`config.mk`:
```
export PLATFORM = sky130hd
export DESIGN_NAME = dynode_baseline
export DESIGN_NICKNAME = d
export VERILOG_FILES = /design/src/rtl/dynode_pkg.sv /design/src/rtl/dynode_dlyline.sv /design/src/rtl/dynode_baseline.sv
export SDC_FILE = /design/constraint.sdc
export NUM_CORES = 1
export LEC_CHECK = 0
export CORE_MARGIN = 3
export CORE_UTILIZATION = 50
export DETAILED_ROUTE_END_ITERATION = 10
export GPL_ROUTABILITY_DRIVEN = 0
export PLACE_DENSITY = 0.68
export SYNTH_ARGS = -nofsm -noshare
export SYNTH_HDL_FRONTEND = slang
export SYNTH_HIERARCHICAL = 1
export SYNTH_SLANG_ARGS = --single-unit
```
`constraint.sdc`:
```
create_clock -name clk -period 3.8 [get_ports clk]
set_clock_uncertainty 0.1 [all_clocks]
set_input_delay 0.57 -clock clk [delete_from_list [all_inputs] [get_ports clk]]
set_output_delay 0.57 -clock clk [all_outputs]
set_load 0.03 [all_outputs]
```
`src/rtl/dynode_pkg.sv`:
```
// Shared definitions for the dynode trigger path.
// Used by the baseline estimator and by the event detector arithmetic.
package dynode_pkg;

    localparam int ADCW = 12;

    typedef enum logic {
        S_HOLD = 1'b0,
        S_ACC  = 1'b1
    } bl_state_t;

    // Saturate a signed (ADCW+1)-bit difference of two unsigned samples to [0, 2^ADCW-1].
    function automatic logic [ADCW-1:0] clamp_u(input logic signed [ADCW:0] d);
        return d[ADCW] ? '0 : d[ADCW-1:0];
    endfunction

endpackage

```
`src/rtl/dynode_dlyline.sv`:
```
// Fixed-depth shift register with synchronous clear.
// Aligns the accumulator sample with the event detector's indet decision.
module dynode_dlyline #(
    parameter int WIDTH = 12,
    parameter int DEPTH = 8
) (
    input  logic             clk,
    input  logic             i_clr,
    input  logic [WIDTH-1:0] i_d,
    output logic [WIDTH-1:0] o_q
);

    logic [WIDTH-1:0] r_stage [DEPTH];

    // NOTE: non-blocking assignments let every stage capture its neighbour's pre-edge value.
    // NOTE: this storage is cleared on reset so pre-reset samples never reach the accumulator.
    always_ff @(posedge clk) begin
        if (i_clr) begin
            for (int i = 0; i < DEPTH; i++) begin
                r_stage[i] <= '0;
            end
        end else begin
            r_stage[0] <= i_d;
            for (int i = 1; i < DEPTH; i++) begin
                r_stage[i] <= r_stage[i-1];
            end
        end
    end

    assign o_q = r_stage[DEPTH-1];

endmodule

```
`src/rtl/dynode_baseline.sv`:
```
// Dynode baseline estimator: block-averages quiet ADC samples and outputs the
// baseline-corrected stream, with tracking gated by the event detector's indet flag.
module dynode_baseline #(
    parameter int ADCW     = dynode_pkg::ADCW,
    parameter int AVGSHIFT = 6,
    parameter int HOLDOFF  = 16,
    parameter int SMPDLY   = 8,
    parameter int POLARITY = 0
) (
    input  logic            clk,
    input  logic            reset,
    input  logic [ADCW-1:0] adc_in,
    input  logic            dyn_indet,
    input  logic            bl_freeze,
    output logic [ADCW-1:0] dyn_blcor,
    output logic [ADCW-1:0] baseline,
    output logic            bl_valid,
    output logic            bl_upd
);

    import dynode_pkg::*;

    localparam int ACCW = ADCW + AVGSHIFT;
    localparam int HOW  = $clog2(HOLDOFF + 1);
    localparam logic [HOW-1:0]      HO_LOAD  = HOW'(HOLDOFF);
    localparam logic [AVGSHIFT-1:0] CNT_LAST = '1;

    logic [ADCW-1:0]        w_adc_pol;
    logic [ADCW-1:0]        w_smp_d;
    logic signed [ADCW:0]   w_diff;
    logic [ACCW-1:0]        w_acc_sum;
    logic                   w_quiet;

    logic [ADCW-1:0]        r_adc;
    logic [ADCW-1:0]        r_blcor;
    logic [ADCW-1:0]        r_baseline;
    logic                   r_bl_valid;
    logic                   r_bl_upd;
    logic [ACCW-1:0]        r_acc;
    logic [AVGSHIFT-1:0]    r_cnt;
    logic [HOW-1:0]         r_hocnt;
    bl_state_t              r_state;

    // Inversion equals (2^ADCW-1) - adc_in, making negative-going pulses positive.
    assign w_adc_pol = (POLARITY != 0) ? ~adc_in : adc_in;
    assign w_diff    = $signed({1'b0, r_adc}) - $signed({1'b0, r_baseline});
    assign w_acc_sum = r_acc + ACCW'(w_smp_d);
    assign w_quiet   = !(dyn_indet || bl_freeze);

    always_ff @(posedge clk) begin
        if (reset) begin
            r_adc   <= '0;
            r_blcor <= '0;
        end else begin
            r_adc   <= w_adc_pol;
            r_blcor <= r_bl_valid ? clamp_u(w_diff) : '0;
        end
    end

    dynode_dlyline #(
        .WIDTH (ADCW),
        .DEPTH (SMPDLY)
    ) u_dly (
        .clk   (clk),
        .i_clr (reset),
        .i_d   (r_adc),
        .o_q   (w_smp_d)
    );

    // Any indet/freeze discards the open window; the baseline only moves on a full quiet window.
    always_ff @(posedge clk) begin
        if (reset) begin
            r_state    <= S_HOLD;
            r_hocnt    <= HO_LOAD;
            r_acc      <= '0;
            r_cnt      <= '0;
            r_baseline <= '0;
            r_bl_valid <= 1'b0;
            r_bl_upd   <= 1'b0;
        end else begin
            r_bl_upd <= 1'b0;
            case (r_state)
                S_HOLD: begin
                    if (!w_quiet) begin
                        r_hocnt <= HO_LOAD;
                    end else if (r_hocnt == HOW'(1)) begin
                        r_state <= S_ACC;
                        r_acc   <= '0;
                        r_cnt   <= '0;
                    end else begin
                        r_hocnt <= r_hocnt - HOW'(1);
                    end
                end
                S_ACC: begin
                    if (!w_quiet) begin
                        r_state <= S_HOLD;
                        r_hocnt <= HO_LOAD;
                        r_acc   <= '0;
                        r_cnt   <= '0;
                    end else if (r_cnt == CNT_LAST) begin
                        r_baseline <= ADCW'(w_acc_sum >> AVGSHIFT);
                        r_bl_valid <= 1'b1;
                        r_bl_upd   <= 1'b1;
                        r_acc      <= '0;
                        r_cnt      <= '0;
                    end else begin
                        r_acc <= w_acc_sum;
                        r_cnt <= r_cnt + AVGSHIFT'(1);
                    end
                end
                default: begin
                    r_state <= S_HOLD;
                    r_hocnt <= HO_LOAD;
                end
            endcase
        end
    end

    assign dyn_blcor = r_blcor;
    assign baseline  = r_baseline;
    assign bl_valid  = r_bl_valid;
    assign bl_upd    = r_bl_upd;

endmodule

```
Yosys cells after proc, flatten, opt, wreduce, memory -nomap -nowiden. Memory sizes are Yosys's and may differ from the RTL's. Index checks and enable logic that the tools add are counted.

Bitwise gates (word level): 11. Add/subtract/negate cells: 4. Equal/unequal tests: 6. Reduce and logical (&&, ||, !) cells: 6. Multiplexer cells: 30.

Operators with widths (count): 12-bit two-way mux (8); 18-bit two-way mux (4); 18-bit case mux with 2 select lines (1); 6-bit two-way mux (4); 18-bit by 12-bit adder with 18-bit output (1); 5-bit two-way mux (3); 12-bit by 12-bit subtractor with 13-bit output (1); 6-bit case mux with 2 select lines (1); 5-bit case mux with 2 select lines (1); 1-bit bitwise OR (8); 1-bit two-way mux (7); 6-bit by 1-bit adder with 6-bit output (second input constant) (1); 6-bit equality test (second input constant) (1); 3-bit OR reduction (2); 5-bit by 1-bit equality test with 1-bit output (second input constant) (1); 5-bit by 1-bit subtractor with 5-bit output (second input constant) (1); 2-bit inequality test (second input constant) (2); 2-bit AND reduction (2); 3-bit inequality test (second input constant) (1); 1-bit inverter (3); 3-bit AND reduction (1); 2-bit by 1-bit inequality test with 1-bit output (second input constant) (1); 1-bit case mux with 2 select lines (1); 1-bit logical OR (1).

Output and inout bits: 26. Logic and storage cells: 67. Memories kept: 1. Register bits after elaboration: 68. Bits of input ports: 16. Memory bits (writable): 96.

Memories: u_dly.r_stage (words 8, width 12, read ports 8, clocked after memory_dff 0, write ports 8, RTL line dynode_dlyline.sv:13) `logic [WIDTH-1:0] r_stage [DEPTH];`.

Logic depth before layout (Yosys ltp). Gate-level depths: netlist (run 1).

Depth in word-level cells: 4. Mapped depth: 10. Gate-level depth less buffers: 9.

By module. The synthesis (run 1) kept the hierarchy.

Modules (own cells, without submodules): dynode_baseline (area an instance 3684.8 sq um, cells each 428, instances 1, sequential area each 1361.3 sq um); dynode_dlyline (area an instance 2600.0 sq um, cells each 202, instances 1, sequential area each 1921.8 sq um).

Least setup slack after synthesis (run 1). Ideal clock, no wire load.

Kind: reg-to-reg. Start point: register r_baseline[0], in the netlist baseline[0]. End point: register r_blcor[10], in the netlist dyn_blcor[10]. Arrival: 2150 ps. Setup time: 127 ps. Stages on the path, launching flop included: 9. Slack: 1423 ps. Data required time: 3573 ps. Clock period less this slack: 2377 ps. Buffers on the path: 0. Cell sequence: dfxtp_1 ha_1 fa_1 nor2b_1 o31a_1 o21ai_1 a211oi_2 mux2i_1 or3_1.

Word-level cells in the longest chain between the ends: 2.

Ends and longest elaborated chain: start, declared (RTL line dynode_baseline.sv:36) `logic [ADCW-1:0] r_baseline;`; start signal, assigned (RTL line dynode_baseline.sv:101) `r_baseline <= ADCW'(w_acc_sum >> AVGSHIFT);`; 12-bit by 12-bit subtractor with 13-bit output * (RTL line dynode_baseline.sv:46) `assign w_diff = $signed({1'b0, r_adc}) - $signed({1'b0, r_baseline});`; 3-bit OR reduction (no source line); end signal, assigned (RTL line dynode_baseline.sv:56) `r_blcor <= r_bl_valid ? clamp_u(w_diff) : '0;`; end, declared (RTL line dynode_baseline.sv:35) `logic [ADCW-1:0] r_blcor;`.

Mark *: on every way between the ends. The rest lies on a longest branch, timed or not. A chain may end at the register's enable or synchronous reset.

Worst setup path after layout (run 1).
Start point: register r_baseline[2], in the netlist baseline[2]. End point: register r_blcor[3], in the netlist dyn_blcor[3].

Same word-level chain as after synthesis.

==> results of run 1 <==
==> cell families (layout without fill, tap and decap cells) <==
| kind of cell | count (synthesis) | after routing |
|---|---|---|
| muxes | 2 | 2 |
| AOI/OAI and AO/OA | 116 | 116 |
| and+or+nand+nor | 251 | 251 |
| DFF | 164 | 164 |
| adders and majority gates | 29 | 29 |
| buffers and inverters | 52 | 100 |
| xor gates and xnor gates | 16 | 16 |
==> worst paths after layout <==
check / from / endpoint / slack, ns / cells after the start
max: baseline[2]$_SDFFE_PP0P_ / dyn_blcor[3]$_SDFF_PP0_ / 0.80 / 8
min: u_dly/r_stage[1][3]$_SDFF_PP0_ / u_dly/r_stage[2][3]$_SDFF_PP0_ / 0.33 / 1
max reg2reg: baseline[2]$_SDFFE_PP0P_ / dyn_blcor[3]$_SDFF_PP0_ / 0.80 / 8
min reg2reg: u_dly/r_stage[1][3]$_SDFF_PP0_ / u_dly/r_stage[2][3]$_SDFF_PP0_ / 0.33 / 1
==> critical path, stage by stage, from the launching register on <==
cell	delay, ns
sky130_fd_sc_hd__dfxtp_1	0.35
sky130_fd_sc_hd__inv_1	0.05
sky130_fd_sc_hd__ha_1	0.33
sky130_fd_sc_hd__nor2b_1	0.18
sky130_fd_sc_hd__o31a_1	0.27
sky130_fd_sc_hd__o21ai_1	0.26
sky130_fd_sc_hd__a211oi_2	0.14
sky130_fd_sc_hd__o21ai_0	0.94
sky130_fd_sc_hd__and3b_1	0.27
==> layout by cell type (no fill, tap or decap), types with 4 or more instances in the layout <==
master and n:
sky130_fd_sc_hd__dfxtp_1 164, sky130_fd_sc_hd__nor2b_1 113, sky130_fd_sc_hd__nor2_1 48, sky130_fd_sc_hd__clkdlybuf4s50_1 40, sky130_fd_sc_hd__a21oi_1 28, sky130_fd_sc_hd__nand2_1 28, sky130_fd_sc_hd__ha_1 27, sky130_fd_sc_hd__inv_1 25
sky130_fd_sc_hd__o21ai_0 19, sky130_fd_sc_hd__clkbuf_16 17, sky130_fd_sc_hd__nor3_1 14, sky130_fd_sc_hd__xnor2_1 9, sky130_fd_sc_hd__a22oi_1 8, sky130_fd_sc_hd__or3_1 7, sky130_fd_sc_hd__xor2_1 7, sky130_fd_sc_hd__a31oi_1 7
sky130_fd_sc_hd__a21o_1 6, sky130_fd_sc_hd__and3_1 6, sky130_fd_sc_hd__nand3_1 6, sky130_fd_sc_hd__inv_6 6, sky130_fd_sc_hd__o31ai_1 5, sky130_fd_sc_hd__nand4_1 5, sky130_fd_sc_hd__a211oi_1 5, sky130_fd_sc_hd__nor3b_1 4
sky130_fd_sc_hd__o21a_1 4, sky130_fd_sc_hd__a311oi_1 4
==> flip-flops by register name, indices dropped and copies added, names as in the netlist, 5 cells and up <==
signal	flops
r_hocnt	5
baseline	12
r_adc	12
dyn_blcor	12
r_acc	18
r_cnt	6
u_dly/r_stage	96
==> per-layer routing <==
metal,vias to the layer above,global-route usage (%)
met5,-,0
met4,0,6.74
met3,13,5.96
met2,95,27.8
met1,2030,22.2
li1,2220,-
==> power groups by stage <==
stage,combinational [mW],sequential (mW),clock [mW]
after floorplan,0.101,1.79,0
after global placement,0.129,1.79,0
after detailed placement,0.131,1.80,0
after CTS,0.133,1.76,1.70
after global routing,0.149,1.76,1.78
final,0.133,1.76,1.67
==> layout make-up <==
type / count / share of cell area [%]
tap: 168 / 2.86
inverter: 25 / 1.28
clock inverter: 13 / 1.89
multi-input combinational: 414 / 37.5
timing repair buffer: 43 / 5.76
clock buffer: 19 / 6.03
sequential: 164 / 44.7
==> metrics by stage <==
| step | area, sq um | total power [mW] | worst slack, ns |
|---|---|---|---|
| 2_1_floorplan | 6280 | 1.89 | 1.42 |
| 5_1_grt | 7340 | 3.69 | 0.487 |
| 3_3_place_gp | 6760 | 1.92 | 0.857 |
| 3_5_place_dp | 6760 | 1.93 | 0.784 |
| 4_1_cts | 7340 | 3.59 | 0.787 |
| 6_report | 7340 | 3.56 | 0.803 |
==> reports/results.md, run 1 <==
* 0 — DRT antenna net count
* 94 — pin count of the biggest net entering global routing
* 0 — count of maximum capacitance violations
* 6 — number of warnings issued by yosys
* 3.00 ns — clock period minus final worst setup slack
* 6280 sq um — combined area of all synthesized cells
* 5570 um — wire length the detailed router placed on met1
* 0 — number of hold violations in the final report
* 0.43 ns — worst-skew pair later-pin latency
* 0 — Post-CTS Setup Repair Bufs
* simple AND/OR/NAND/NOR gates — combinational family with the most area after synthesis
* 2.74 mW — Int Pwr
* 67 — Unique masters post-synth
* 22.9% — switching share of power
* 40 — count of standard-cell rows
* reg -> reg — Crit Path Category
* 0 — antenna violations before repair
* 846 — non-filler cells in the finished layout
* 6.01% — arithmetic-cell share of the synthesized area counting full adders, half adders and majority gates
* 11 — Crit Path Max Fanout
* 22.6% — Simple-Gate Fraction of Synth Area
* flip-flop — type of destination of the critical path
* flip-flop — type of origin of the critical path
* 334 MHz — max frequency
* 17 — TritonCTS buffer count
* 52.2% — fraction of post-synthesis cell area in the top cell type by area
* 164 x sky130_fd_sc_hd__dfxtp_1, 113 x sky130_fd_sc_hd__nor2b_1, 48 x sky130_fd_sc_hd__nor2_1 — most numerous cell types in the synthesized netlist
* 49.4% — sequential group share of total power
* 0% — Async S/R FF share, synth
* 118 um — Die Y
* 16.8% — area growth from synthesis to layout
* 4081 — number of global-route vias before repair
* 3.22 ns — Worst EP arrival
* 0 — number of inserted diodes
* 164 — # clock sinks
* 9.98 sq um — average footprint of a synthesized cell
* 710 — Nets
* 0 — post-detailed-route DRC marker count
* 813 uW — total net switching power
* 5.15 — vias per std cell
* 78.9% — fin crit share
* 52.2% — sequential element share of the synthesized area
* 3280 sq um — register area
* 3.7% — combinational group share of total power
* 814 — placed instance count
* 11900 um — total wirelength of the detailed-routed design
* complete, no violations — result of the run
* 19.8% — worst slew slack as a fraction of its limit
* 630 — synthesized instance count
* sky130_fd_sc_hd__dfxtp_1 — most frequently used cell type in the post-synthesis netlist
* yes — clock tree from TritonCTS
* 1.19 ns — Worst Max-Slew Pin Slew
* sky130_fd_sc_hd__dfxtp_1 52%, sky130_fd_sc_hd__nor2b_1 11%, sky130_fd_sc_hd__ha_1 5.4%, sky130_fd_sc_hd__nor2_1 2.9%, sky130_fd_sc_hd__a21oi_1 2.2% — top post-synthesis cells by area
* 164 — post-synthesis register bit count
* 0 ns — setup TNS
* 5550 um — metal2 WL
* 60.4% — Post-Route Utilization
* 0.06 ns — clock transition at the registers of the reported paths
* 118 um — width of the die
* sky130_fd_sc_hd__clkbuf_16 — Clock Root Buffer
* 12200 sq um — area of the core
* 42 — io pins
* 41 — count of buffers from port buffering
* false — RSZ-0062 raised after global routing
* 0 — Post-synth EDFFs
* 2.23% — fraction of synthesized cell area in xor and xnor cells
* 12.7% — complex-gate fraction of the synthesized area
* 1045 — fill cell total of the finished layout
* 4 — number of H-tree levels
* 0.000283 V — maximum VDD drop
* 0.325 ns — Worst Hold Slack
* 0.319% — portion of netlist area occupied by mux cells
* 0 — Setup Viol. Count Final
* 2 — deepest clock path buffer count
* 0 — global route total overflow
* 8020 um — post-detail-place hpwl
* 0 — Gates resized, CTS repair
* 675 — Synthesized Nets
* 0 — hold-fix buffer count after cts
* sky130_fd_sc_hd__dfxtp_1 — most frequently used flop master after synthesis
* 46.9% — share of power burned in the clock network
* reg -> reg — path class of the lowest-slack min-delay path
* 2750 sq um — Multi-input gate area
* 2.87 nW — leakage power figure
* 14000 sq um — total die area
* 14.1 um — average routed wire per standard cell
* 484 nW/um^2 — power density normalized to cell area
* 19600 um — global-route wire length before repair
* 7.23% — share of final-layout standard cells stronger than drive strength 1
* 17.6% — combined global-route utilization of all metal layers
* 644 um — routed wl met3
* 278 — initial detailed-routing violation count
* 51.7% — starting density of the core
* 4358 — vias after detailed routing
* met4 — top routing layer in use
* 0 — final max-slew violation count
* sky130_fd_sc_hd__dfxtp_1 — Synth area leader
* 5 — First-pass DRT Iterations
* 4.02 ns — Crit path required time
No activity file was read; power rests on OpenSTA's default activity.
==> run 2: changes to the inputs <==
--- a/config.mk
+++ b/config.mk
@@ -9,7 +9,7 @@
 export CORE_UTILIZATION = 50
 export DETAILED_ROUTE_END_ITERATION = 10
 export GPL_ROUTABILITY_DRIVEN = 0
-export PLACE_DENSITY = 0.68
+export PLACE_DENSITY = 0.71
 export SYNTH_ARGS = -nofsm -noshare
 export SYNTH_HDL_FRONTEND = slang
 export SYNTH_HIERARCHICAL = 1
==> constraint.sdc (replaced) <==
create_clock -name clk -period 2.5 [get_ports clk]
set_clock_uncertainty 0.1 [all_clocks]
set_input_delay 0.375 -clock clk [delete_from_list [all_inputs] [get_ports clk]]
set_output_delay 0.375 -clock clk [all_outputs]
set_load 0.03 [all_outputs]
==> run 2 against run 1 <==
Against the previous run: total power rose by 50%; design area rose by 1.9%; sequential cell count did not move; utilization rose by 1.1 points; via count barely moved; maximum frequency rose by 25%; first-iteration DRC count fell by 18%; critical path depth did not move; worst setup slack got worse by 0.70 ns.
==> reports/results.md, run 2 (synthesis results as in run 1) <==
* 5.34 mW — total power of the final layout
* flip-flop — type of destination of the critical path
* 4 — number of H-tree levels
* 14000 sq um — total die area
* 8 — cells on worst reg2reg path
* 118 um — Die Y
* 0.671 ns — Worst Max-Slew Pin Slew
* 0.0219 ns — dpl ws
* 4354 — vias after detailed routing
* reset — beginning of the worst hold path
* 0 — Post-CTS Setup Repair Bufs
* ha_1 -> fa_1 -> a21o_1 -> a221oi_4 -> o211ai_1 -> o311ai_1 -> mux2i_1 -> o31ai_1 — ordered cell list for the critical path
* 2.59 ns — Worst EP arrival
* 9.46% — share of final-layout standard cells stronger than drive strength 1
* 0 — number of hold violations in the final report
* 96 — flip-flop count of the largest register after layout
* reg -> reg — Crit Path Category
* 12200 sq um — area of the core
* 96.0% — fin crit share
* 0.0992 ns — worst-case setup margin in the final layout
* 0 — crit path buf inv count
* 55.1% — worst slew slack as a fraction of its limit
* 714 nW/um^2 — power density normalized to cell area
* complete, no violations — result of the run
* 0.42 ns — largest stage delay on the critical path
* 110 — pin count of the biggest net entering global routing
* 0 — global route total overflow
* 0 — number of inserted diodes
* 42 — io pins
* 2 — deepest clock path buffer count
* 0 — Setup Viol. Count Final
* 2.69 ns — Crit path required time
* compound AO/OA/AOI/OAI gates — kind of cell adding the most delay to the critical path
* 417 MHz — max frequency
* 4151 — number of global-route vias before repair
* 164 x sky130_fd_sc_hd__dfxtp_1, 112 x sky130_fd_sc_hd__nor2b_1, 48 x sky130_fd_sc_hd__nor2_1 — most frequent cells in the layout
* u_dly/r_stage — register containing the most flip-flops in the final layout
* 3 — Crit Path Max Fanout
* 8 — number of stages on the worst setup path
* 61.5% — Post-Route Utilization
* 0 — final max-slew violation count
* 13.9 um — average routed wire per standard cell
* 0 — post-detailed-route DRC marker count
* 19500 um — global-route wire length before repair
* 40 — count of standard-cell rows
* 41 — count of buffers from port buffering
* 11800 um — total wirelength of the detailed-routed design
* 2.40 ns — clock period minus final worst setup slack
* 227 — initial detailed-routing violation count
* 0 — DRT antenna net count
* 719 — Nets
* bl_valid$_SDFFE_PP0P_ — capture endpoint of the worst hold path
* in -> reg — path class of the lowest-slack min-delay path
* yes — clock tree from TritonCTS
* 0 — hold-fix buffer count after cts
* 8180 um — post-detail-place hpwl
* 17 — TritonCTS buffer count
* 0.000477 V — maximum VDD drop
* 164 — # clock sinks
* 2 — Hold Path Stages
* 0.42 ns — worst-skew pair later-pin latency
* sky130_fd_sc_hd__dfxtp_1 — most frequent standard cell in the layout excluding fill and tap cells
* baseline[4]$_SDFFE_PP0P_ — Critical R2R Capture
* sky130_fd_sc_hd__fa_1 — CP max stage cell
* 4 — First-pass DRT Iterations
* 2.93 nW — leakage power figure
* 19.0% — area growth from synthesis to layout
* 1034 — fill cell total of the finished layout
* flip-flop — type of origin of the critical path
* sky130_fd_sc_hd__clkbuf_16 — Clock Root Buffer
* 0.07 ns — clock transition at the registers of the reported paths
* 118 um — width of the die
* u_dly/r_stage: 96 flops, r_acc: 18 flops — largest registers ranked by flip-flop count
* 0 ns — setup TNS
* r_acc[0]$_SDFFE_PP0P_ — startpoint of the worst register-to-register path
* 17.3% — combined global-route utilization of all metal layers
* 0 — count of maximum capacitance violations
* 5.09 — vias per std cell
* 0 — antenna violations before repair
* 0.1 ns — setup slack of the most critical reg-to-reg path
* 0.269 ns — Worst Hold Slack
* 51.7% — starting density of the core
-- run 2: cell count changes in the layout (fill, tap and decap cells not counted), moves of 2 or more --
cell,change
sky130_fd_sc_hd__a211oi_2,+2
sky130_fd_sc_hd__buf_4,+6
sky130_fd_sc_hd__a211oi_1,-2
sky130_fd_sc_hd__buf_12,+2
-- run 2: cell type report --
type	count	area (sq um)	share of cell area, %
Clock buffer	20	447	5.97
Clock inverter	12	119	1.59
Inverter	25	93.8	1.25
Multi-Input combinational cell	414	2810	37.5
Sequential cell	164	3280	43.9
Tap cell	168	210	2.81
Timing Repair Buffer	52	519	6.94
-- run 2: how the worst max path moves through the flow --
stage / startpoint / endpoint / slack [ns]
finish: r_acc[0]$_SDFFE_PP0P_ / baseline[4]$_SDFFE_PP0P_ / 0.1
CTS: r_acc[0]$_SDFFE_PP0P_ / baseline[4]$_SDFFE_PP0P_ / 0.01
floorplan: baseline[0]$_SDFFE_PP0P_ / dyn_blcor[10]$_SDFF_PP0_ / 0.12
detailed placement: r_acc[0]$_SDFFE_PP0P_ / baseline[4]$_SDFFE_PP0P_ / 0.02
global placement: u_dly/r_stage[7][0]$_SDFF_PP0_ / baseline[4]$_SDFFE_PP0P_ / 0.13
global route: r_acc[0]$_SDFFE_PP0P_ / baseline[4]$_SDFFE_PP0P_ / -0.004
-- run 2: stage by stage --
stage               instance area [sq um]  cells
finish                               7480    855
global route                         7480    855
CTS                                  7420    855
detailed placement                   6850    823
global placement                     6850    823
floorplan                            6280    630
-- run 2: power breakdown --
group	total, mW	internal, mW	switching (mW)	leakage, nW
clock	2.46	1.41	1.05	0.268
sequential	2.67	2.65	0.0202	1.33
combinational	0.209	0.0945	0.115	1.33
-- run 2: metal layers --
metal  wire length (um)  part of all wire (%)  vias up  GRT usage, %
li1                   -                     -     2242             -
met1               5370                    45     2015          21.1
met3                496                   4.2       22          5.38
met4                323                   2.7        0          7.91
met2               5650                    48       75          28.0
met5                  0                     0        -             0
-- run 2: repair_timing --
action,CTS,global route
setup endpoints to repair,0,21
resized for setup,0,14
endpoints found under the hold margin,0,0
==> run 3: changes to the inputs <==
--- a/config.mk
+++ b/config.mk
@@ -9,8 +9,9 @@
 export CORE_UTILIZATION = 50
 export DETAILED_ROUTE_END_ITERATION = 10
 export GPL_ROUTABILITY_DRIVEN = 0
-export PLACE_DENSITY = 0.71
+export PLACE_DENSITY_LB_ADDON = 0.1
 export SYNTH_ARGS = -nofsm -noshare
 export SYNTH_HDL_FRONTEND = slang
 export SYNTH_HIERARCHICAL = 1
 export SYNTH_SLANG_ARGS = --single-unit
+export TNS_END_PERCENT = 50
==> run 3 against run 2 <==
Against the previous run: routed wire length fell by 0.68%; non-clock buffer count rose by 5; via count rose by 0.62%; cell count rose by 0.58%; sequential share of layout area barely moved; die area did not move; global-route usage rose by 0.24 points; maximum frequency rose by 0.21%; highest routed layer unchanged.
==> reports/results.md, run 3 (synthesis results as in run 1) <==
* 164 — # clock sinks
* 2.61 ns — Worst EP arrival
* inv_1 -> ha_1 -> fa_2 -> nor2b_2 -> o31a_1 -> o21ai_2 -> a211oi_2 -> buf_4 -> mux2i_1 -> or3_1 — ordered cell list for the critical path
* 11800 um — total wirelength of the detailed-routed design
* 4 — Crit Path Max Fanout
* true — RSZ-0062 raised after global routing
* 95.8% — fin crit share
* 118 um — Die Y
* 0 — post-detailed-route DRC marker count
* complete, no violations — result of the run
* 13.7 um — average routed wire per standard cell
* 2.71 ns — Crit path required time
* dyn_blcor[10]$_SDFF_PP0_ — Critical R2R Capture
* 50.9% — worst slew slack as a fraction of its limit
* 51.7% — starting density of the core
* 4 — number of H-tree levels
* 860 — non-filler cells in the finished layout
* 0 — number of hold violations in the final report
* 0.42 ns — worst-skew pair later-pin latency
* 17.6% — combined global-route utilization of all metal layers
* 0 — global route total overflow
* 0 — Setup Viol. Count Final
* adder cells — kind of cell adding the most delay to the critical path
* 0 — antenna violations before repair
* 2.40 ns — clock period minus final worst setup slack
* 2 — deepest clock path buffer count
* 19600 um — global-route wire length before repair
* 4 — First-pass DRT Iterations
* reg -> reg — Crit Path Category
* u_dly/r_stage: 96 flops, r_acc: 18 flops — largest registers ranked by flip-flop count
* r_acc[5]$_SDFFE_PP0P_ — capture endpoint of the worst hold path
* 96 — flip-flop count of the largest register after layout
* 0.07 ns — clock transition at the registers of the reported paths
* r_adc[0]$_SDFF_PP0_ — startpoint of the worst register-to-register path
* 826 — placed instance count
* 5.09 — vias per std cell
* 42 — io pins
* 10 — cells on worst reg2reg path
* 2 — Hold Path Stages
* 12200 sq um — area of the core
* sky130_fd_sc_hd__fa_2 — CP max stage cell
* 19.0% — area growth from synthesis to layout
* 8200 um — post-detail-place hpwl
* 0.000499 V — maximum VDD drop
* 40 — count of standard-cell rows
* 4381 — vias after detailed routing
* 715 nW/um^2 — power density normalized to cell area
* 164 x sky130_fd_sc_hd__dfxtp_1, 112 x sky130_fd_sc_hd__nor2b_1, 48 x sky130_fd_sc_hd__nor2_1 — most frequent cells in the layout
* 0 — number of inserted diodes
* reset — beginning of the worst hold path
* flip-flop — type of destination of the critical path
* 1018 — fill cell total of the finished layout
* 417 MHz — max frequency
* 0.36 ns — largest stage delay on the critical path
* 0.727 ns — Worst Max-Slew Pin Slew
* 9.97% — share of final-layout standard cells stronger than drive strength 1
* 0 — DRT antenna net count
* 724 — Nets
* 248 — initial detailed-routing violation count
* 61.5% — Post-Route Utilization
* sky130_fd_sc_hd__dfxtp_1 — most frequent standard cell in the layout excluding fill and tap cells
* flip-flop — type of origin of the critical path
* 10 — number of stages on the worst setup path
* 2.95 nW — leakage power figure
* 17 — TritonCTS buffer count
* yes — clock tree from TritonCTS
* 119 — pin count of the biggest net entering global routing
* 0 — count of maximum capacitance violations
* 0.10 ns — setup slack of the most critical reg-to-reg path
* 118 um — width of the die
* 41 — count of buffers from port buffering
* 4111 — number of global-route vias before repair
* 14000 sq um — total die area
* u_dly/r_stage — register containing the most flip-flops in the final layout
* 2 — crit path buf inv count
* in -> reg — path class of the lowest-slack min-delay path
* sky130_fd_sc_hd__clkbuf_16 — Clock Root Buffer
* 0 — final max-slew violation count
run 3: cell types whose count changed in the layout (fill, tap and decap cells not counted), sizes merged:
cell and delta:
inv +2, buf +5, clkinv +1, bufinv -1
clkbuf -2
run 3: cell type report:
type                            count  area (sq um)  area share [%]
Multi-Input combinational cell    414          2770            37.1
Timing Repair Buffer               57           541            7.23
Clock inverter                     14           140            1.87
Tap cell                          168           210            2.81
Clock buffer                       18           439            5.87
Inverter                           25          93.8            1.25
Sequential cell                   164          3280            43.9
run 3: per-layer routing:
layer	vias to the layer above	routed length [um]	GRT usage, %
met3	12	604	6.20
li1	2246	-	-
met1	2037	5390	22.1
met5	-	0	0
met2	86	5640	28.4
met4	0	123	5.35
run 3: through the flow:
stage	setup TNS [ns]	power [mW]	setup WS (ns)	hold slack, ns	cell area (sq um)
final	0	5.35	0.104	0.231	7480
after global routing	-0.0231	5.58	-0.0141	0.223	7480
after CTS	0	5.41	0.0287	0.214	7450
after detailed placement	0	2.93	0.0325	0.322	6860
after global placement	0	2.93	0.137	0.315	6860
after floorplan	0	2.87	0.123	0.314	6280
run 3: worst max path at each step:
| stage | startpoint | end |
|---|---|---|
| 2_1_floorplan | baseline[0]$_SDFFE_PP0P_ | dyn_blcor[10]$_SDFF_PP0_ |
| 3_3_place_gp | r_adc[0]$_SDFF_PP0_ | dyn_blcor[10]$_SDFF_PP0_ |
| 3_5_place_dp | dyn_indet | r_acc[12]$_SDFFE_PP0P_ |
| 4_1_cts | r_adc[0]$_SDFF_PP0_ | dyn_blcor[9]$_SDFF_PP0_ |
| 5_1_grt | u_dly/r_stage[7][0]$_SDFF_PP0_ | r_acc[14]$_SDFFE_PP0P_ |
| 6_report | r_adc[0]$_SDFF_PP0_ | dyn_blcor[10]$_SDFF_PP0_ |
run 3: power by group:
group          total (mW)  internal (mW)  switching [mW]
clock network        2.47           1.35            1.12
registers            2.67           2.65          0.0205
logic               0.210         0.0972           0.113
total                5.35           4.09            1.25
run 3: repair_timing:
item                                    4_1_cts  5_1_grt
endpoints found under the setup margin        3       14
hold buffers                                  0        0
resized for setup                             1        5
pin swaps                                     0        5
buffers inserted                              0        2
